## config.mk

```make
export PLATFORM = sky130hd
export DESIGN_NAME = instr_fetch
export DESIGN_NICKNAME = d
export VERILOG_FILES = /design/src/rtl/instr_fetch.sv
export SDC_FILE = /design/constraint.sdc
export NUM_CORES = 1
export LEC_CHECK = 0
export ABC_AREA = 1
export CAP_MARGIN = 10
export CORE_ASPECT_RATIO = 0.75
export CORE_UTILIZATION = 55
export DETAILED_ROUTE_END_ITERATION = 8
export GPL_ROUTABILITY_DRIVEN = 0
export PLACE_DENSITY = 0.9
export SETUP_SLACK_MARGIN = 0.5
export SYNTH_ARGS = -nofsm -noshare
export SYNTH_HDL_FRONTEND = slang
export SYNTH_SLANG_ARGS = --single-unit
export TNS_END_PERCENT = 30
```

## constraint.sdc

```tcl
create_clock -name clk -period 3.6 [get_ports clk]
set_input_delay 0.72 -clock clk [delete_from_list [all_inputs] [get_ports clk]]
set_output_delay 0.72 -clock clk [all_outputs]
set_load 0.03 [all_outputs]
```

## src/rtl/instr_fetch.sv

```systemverilog
// Instruction fetch front end: one outstanding imem request, 2-entry output buffer,
// redirect flush with drop of an in-flight response.
//
// state    | meaning
// ST_FETCH | may issue a request when the buffer has room and no redirect
// ST_WAIT  | one request outstanding, waiting for imem_rsp_valid
module instr_fetch #(
  parameter logic [31:0] RESET_PC  = 32'h0000_0000,
  parameter int          BUF_DEPTH = 2
) (
  input  logic        clk,
  input  logic        rst,
  output logic        imem_req_valid,
  input  logic        imem_req_ready,
  output logic [31:0] imem_addr,
  input  logic        imem_rsp_valid,
  input  logic [31:0] imem_rsp_data,
  input  logic        redirect_valid,
  input  logic [31:0] redirect_pc,
  output logic        out_valid,
  input  logic        out_ready,
  output logic [31:0] out_instr,
  output logic [31:0] out_pc,
  output logic [6:0]  out_opcode,
  output logic [2:0]  out_funct3,
  output logic        out_funct7
);

  localparam logic [31:0] NOP = 32'h0000_0013;

  typedef enum logic {ST_FETCH, ST_WAIT} state_t;

  state_t      r_state;
  state_t      w_state_nxt;
  logic [31:0] r_pc;
  logic        r_drop;
  logic [1:0]  r_count;
  logic [31:0] r_head_instr;
  logic [31:0] r_head_pc;
  logic [31:0] r_tail_instr;
  logic [31:0] r_tail_pc;

  logic w_full;
  logic w_req_fire;
  logic w_rsp;
  logic w_push;
  logic w_pop;

  assign w_full     = (r_count == 2'(BUF_DEPTH));
  assign w_req_fire = imem_req_valid && imem_req_ready;
  assign w_rsp      = (r_state == ST_WAIT) && imem_rsp_valid;
  assign w_push     = w_rsp && !r_drop && !redirect_valid;
  assign w_pop      = out_valid && out_ready && !redirect_valid;

  assign imem_addr  = r_pc;
  assign out_valid  = (r_count != 2'd0);
  assign out_instr  = r_head_instr;
  assign out_pc     = r_head_pc;
  assign out_opcode = r_head_instr[6:0];
  assign out_funct3 = r_head_instr[14:12];
  assign out_funct7 = r_head_instr[30];

  always_ff @(posedge clk) begin
    if (rst) r_state <= ST_FETCH;
    else     r_state <= w_state_nxt;
  end

  always_comb begin
    w_state_nxt = r_state;
    case (r_state)
      ST_FETCH: if (w_req_fire)     w_state_nxt = ST_WAIT;
      ST_WAIT:  if (imem_rsp_valid) w_state_nxt = ST_FETCH;
      default:                      w_state_nxt = ST_FETCH;
    endcase
  end

  // Gated by rst so the request stays low even before the first reset edge.
  always_comb begin
    imem_req_valid = 1'b0;
    if (!rst && (r_state == ST_FETCH) && !w_full && !redirect_valid)
      imem_req_valid = 1'b1;
  end

  always_ff @(posedge clk) begin
    if (rst) begin
      r_pc         <= RESET_PC;
      r_drop       <= 1'b0;
      r_count      <= 2'd0;
      r_head_instr <= NOP;
      r_head_pc    <= 32'd0;
      r_tail_instr <= NOP;
      r_tail_pc    <= 32'd0;
    end else if (redirect_valid) begin
      r_pc    <= redirect_pc & 32'hFFFF_FFFC;
      r_count <= 2'd0;
      // A response landing with the redirect retires the request, so nothing is left to drop.
      if (r_state == ST_WAIT) r_drop <= !imem_rsp_valid;
    end else begin
      if (w_push) r_pc <= r_pc + 32'd4;
      if (w_rsp)  r_drop <= 1'b0;
      case ({w_push, w_pop})
        2'b10: begin
          if (r_count == 2'd0) begin
            r_head_instr <= imem_rsp_data;
            r_head_pc    <= r_pc;
          end else begin
            r_tail_instr <= imem_rsp_data;
            r_tail_pc    <= r_pc;
          end
          r_count <= r_count + 2'd1;
        end
        2'b01: begin
          r_head_instr <= r_tail_instr;
          r_head_pc    <= r_tail_pc;
          r_count      <= r_count - 2'd1;
        end
        2'b11: begin
          if (r_count == 2'd1) begin
            r_head_instr <= imem_rsp_data;
            r_head_pc    <= r_pc;
          end else begin
            r_head_instr <= r_tail_instr;
            r_head_pc    <= r_tail_pc;
            r_tail_instr <= imem_rsp_data;
            r_tail_pc    <= r_pc;
          end
        end
        default: ;
      endcase
    end
  end

endmodule
```

==> results.yml <==
grt:
  grt_start_max_net_pins: 72
  grt_remaining_overflow: 0
  groute.usage.overall_pct: 29.7
  antenna_found_initial: 1
  grt.met3_usage_pct: 5.36
  grtUsageMet1_pct: 41.8
  grt_pass1_vias: 7165
  use_met2_pct: 45.2
  grt_pass1_wl_um: 35200
  grt_busiest_layer: "met2"
setup_path:
  critical_path_class: "in2reg"
  path_buf_inv: 6
  path_cells: "clkdlybuf4s50_1, inv_2, nand3_2, inv_2, buf_6, ha_1, inv_1, nand2_2, buf_4, nand3_1, a21oi_1, a21oi_1, nand2_1"
  start_kind: "primary input"
  critPathCaptureType: "flop"
  crit_path_top_delay_cell: "clkdlybuf4s50_1"
  cp.required_ns: 3.94
  critical_path_peak_fanout: 31
  crit_path_max_incr_delay_ns: 0.49
  cpLargestDelayFamily: "buffers and inverters"
  worstPathArrival_ns: 3.20
logic_synthesis:
  synthAdderAreaFrac_pct: 1.44
  ys_ff_latch: 158
  syn_inst: 1170
  synth_top_family_by_area: "compound AO/OA/AOI/OAI gates"
  synthMuxAreaShare_pct: 0
  synth_xor_area_share_pct: 1.23
  synthSimpleGateAreaFrac_pct: 19.0
  synth_top_area_share_pct: 40.3
  synth_cell_types: 30
  synth_common_cells: "206 x inv_1, 176 x nand2_1, 158 x dfxtp_1, 143 x a21oi_1, 112 x o21ai_0"
  ys_seq_area_share_pct: 40.3
  synth_edf_count: 0
  synthFlopType: "dfxtp_1"
  yosysWarnings: 0
  async_flop_share_pct: 0
  syn_area_um2: 7850
  syn-mean-instance-area_um2: 6.71
  synth_compound_area_share_pct: 22.4
  synth.largest_area_cell: "dfxtp_1"
  ys_top_cells_by_area: "dfxtp_1 40%, inv_1 9.9%, a21oi_1 9.1%"
  synth.most_common_cell: "inv_1"
power_and_ir_drop:
  p_total_uw: 4040
  p_comb_share_pct: 11.1
  power.leakage_uw: 0.00427
  power_frac_seq_pct: 45.4
  switchingPower_uw: 1080
  switching_share_pct: 26.8
  power.density_nw_per_um2: 401
  clkPwrFrac_pct: 43.5
  power.internal_uw: 2960
  ir_worst_vdd_mv: 0.334
routing:
  first_pass_iters: 8
  drc: 0
  drtIter0Drc: 765
  route.antenna.remaining_nets: 0
  wl_um: 21800
  wl_per_cell_um: 14.7
  vias: 8050
  vias_per_cell: 5.43
final_layout:
  drive_above_1_share_pct: 4.75
  postLayoutCoreUtil_pct: 73.0
  fill_cells: 1095
  syn_to_final_growth_pct: 28.4
  nets: 1373
  regArea_um2: 3160
  multi_input_area_um2: 3480
clock_network:
  clock_path_buffers: 2
  clock_sinks: 158
  clkSlewWorstSetupHoldPaths_ns: 0.07
  cts_tree: "yes"
  cts_root_buf: "clkbuf_16"
  clock_latency_ns: 0.41
  cts_setup_buffers: 0
  htree_levels: 4
  cts_inserted_buffers: 17
  ctsHoldBuffers: 0
floorplanning:
  rows: 37
  dieWidth_um: 140
  core-area_um2: 13800
  dieArea_um2: 14800
  io_pins: 179
  start_util_pct: 56.9
  die_h_um: 105
run_status:
  status: "complete, no violations"
sta:
  drv_slew: 0
  worst_hold_slack_ns: 0.474
  finalSetupViolations: 0
  period_share_pct: 79.6
  final_hold_viol_count: 0
  rsz0062_at_grt: "false"
  tns_ns: 0
  post-route-min-period_ns: 2.87
  finalClockSkew_ns: 0.0113
  clock.fmax_mhz: 349
  worst-slew-pin-transition_ns: 1.07
  slew-limit-headroom_pct: 28.3
job:
  drv_cap: 0
place:
  numPortBuffers: 172
  dpl.hpwl_um: 14300
worst_hold_path:
  hold_class: "reg2reg"
[layer usage]
metal  vias to the layer above  share of wire, %  wire length (um)
met5                         -                 0                 0
met4                         0               2.4               514
met3                        43                10              2190
met2                       462                44              9660
met1                      3583                43              9480
li1                       3962                 -                 -
[power by group through the flow]
stage	sequential [uW]	clock, uW	combinational (uW)
after floorplan	1930	0	190
after global placement	1870	0	433
after detailed placement	1870	0	440
after CTS	1830	1760	446
after global routing	1840	1850	486
final	1840	1760	450
[repair_timing]
action | in CTS | in global routing
setup endpoints to repair | 0 | 23
hold endpoints to repair | 0 | 0
gates resized for setup | 0 | 4
[per-stage QoR]
step / setup WS, ns / cells / area, um2
after floorplan: 1.07 / 1173 / 7860
after global placement: 0.343 / 1450 / 9490
after detailed placement: 0.243 / 1450 / 9490
after CTS: 0.618 / 1481 / 10100
after global routing: 0.513 / 1482 / 10100
final: 0.735 / 1482 / 10100
[layout make-up]
| class | instances | area share (%) |
|---|---|---|
| antenna | 1 | 0.0248 |
| clock buffer | 18 | 4.36 |
| clock inverter | 13 | 1.29 |
| inverter | 210 | 7.85 |
| multi-input combinational | 723 | 34.6 |
| sequential | 158 | 31.4 |
| tap | 175 | 2.17 |
| timing repair buffer | 184 | 18.4 |
[final timing paths]
check	from	endpoint	slack, ns	depth (start not counted)
worst max-delay path	redirect_valid	out_instr[1]	0.73	13
worst min-delay path	r_tail_instr[4]	r_tail_instr[4]	0.47	2
worst max register to register	r_count[0]	out_instr[1]	1.01	14
worst min register to register	r_tail_instr[4]	r_tail_instr[4]	0.47	2
[kinds of logic after synthesis]
group / after synthesis
fa+ha+maj: 9
other cells: 1
compound gates: 347
flops: 158
simple gates: 352
xor+xnor: 11
buf+inv: 292
[placed cells by master (no fill, tap or decap), drive strengths merged]
cell type / n
a31oi: 3
diode: 1
nand2: 178
ha: 9
o21ai: 198
nor2: 82
a21oi: 143
clkbuf: 18
clkinv: 4
nand3: 87
a311oi: 1
a211o: 1
clkdlybuf4s50: 170
inv: 215
o211ai: 1
xor2: 11
and2: 1
nor3: 1
buf: 14
clkinvlp: 3
conb: 4
nand4: 3
dfxtp: 158
bufinv: 1
[worst register-to-register path, cell delays in order (launching register included)]
cell	delay, ns
dfxtp_1	0.33
inv_1	0.09
ha_1	0.20
inv_1	0.16
nand3_2	0.16
inv_2	0.15
buf_6	0.28
ha_1	0.25
inv_1	0.06
nand2_2	0.08
buf_4	0.30
nand3_1	0.13
a21oi_1	0.21
a21oi_1	0.07
nand2_1	0.08
[flip-flops by register name, summed over array words and instances, names as in the netlist]
register,flops
out_pc,30
r_tail_pc,30
r_tail_instr,32
r_count,2
out_instr,32
r_drop,1
r_state,1
imem_addr,30
Power figures use the tool's default switching activity.
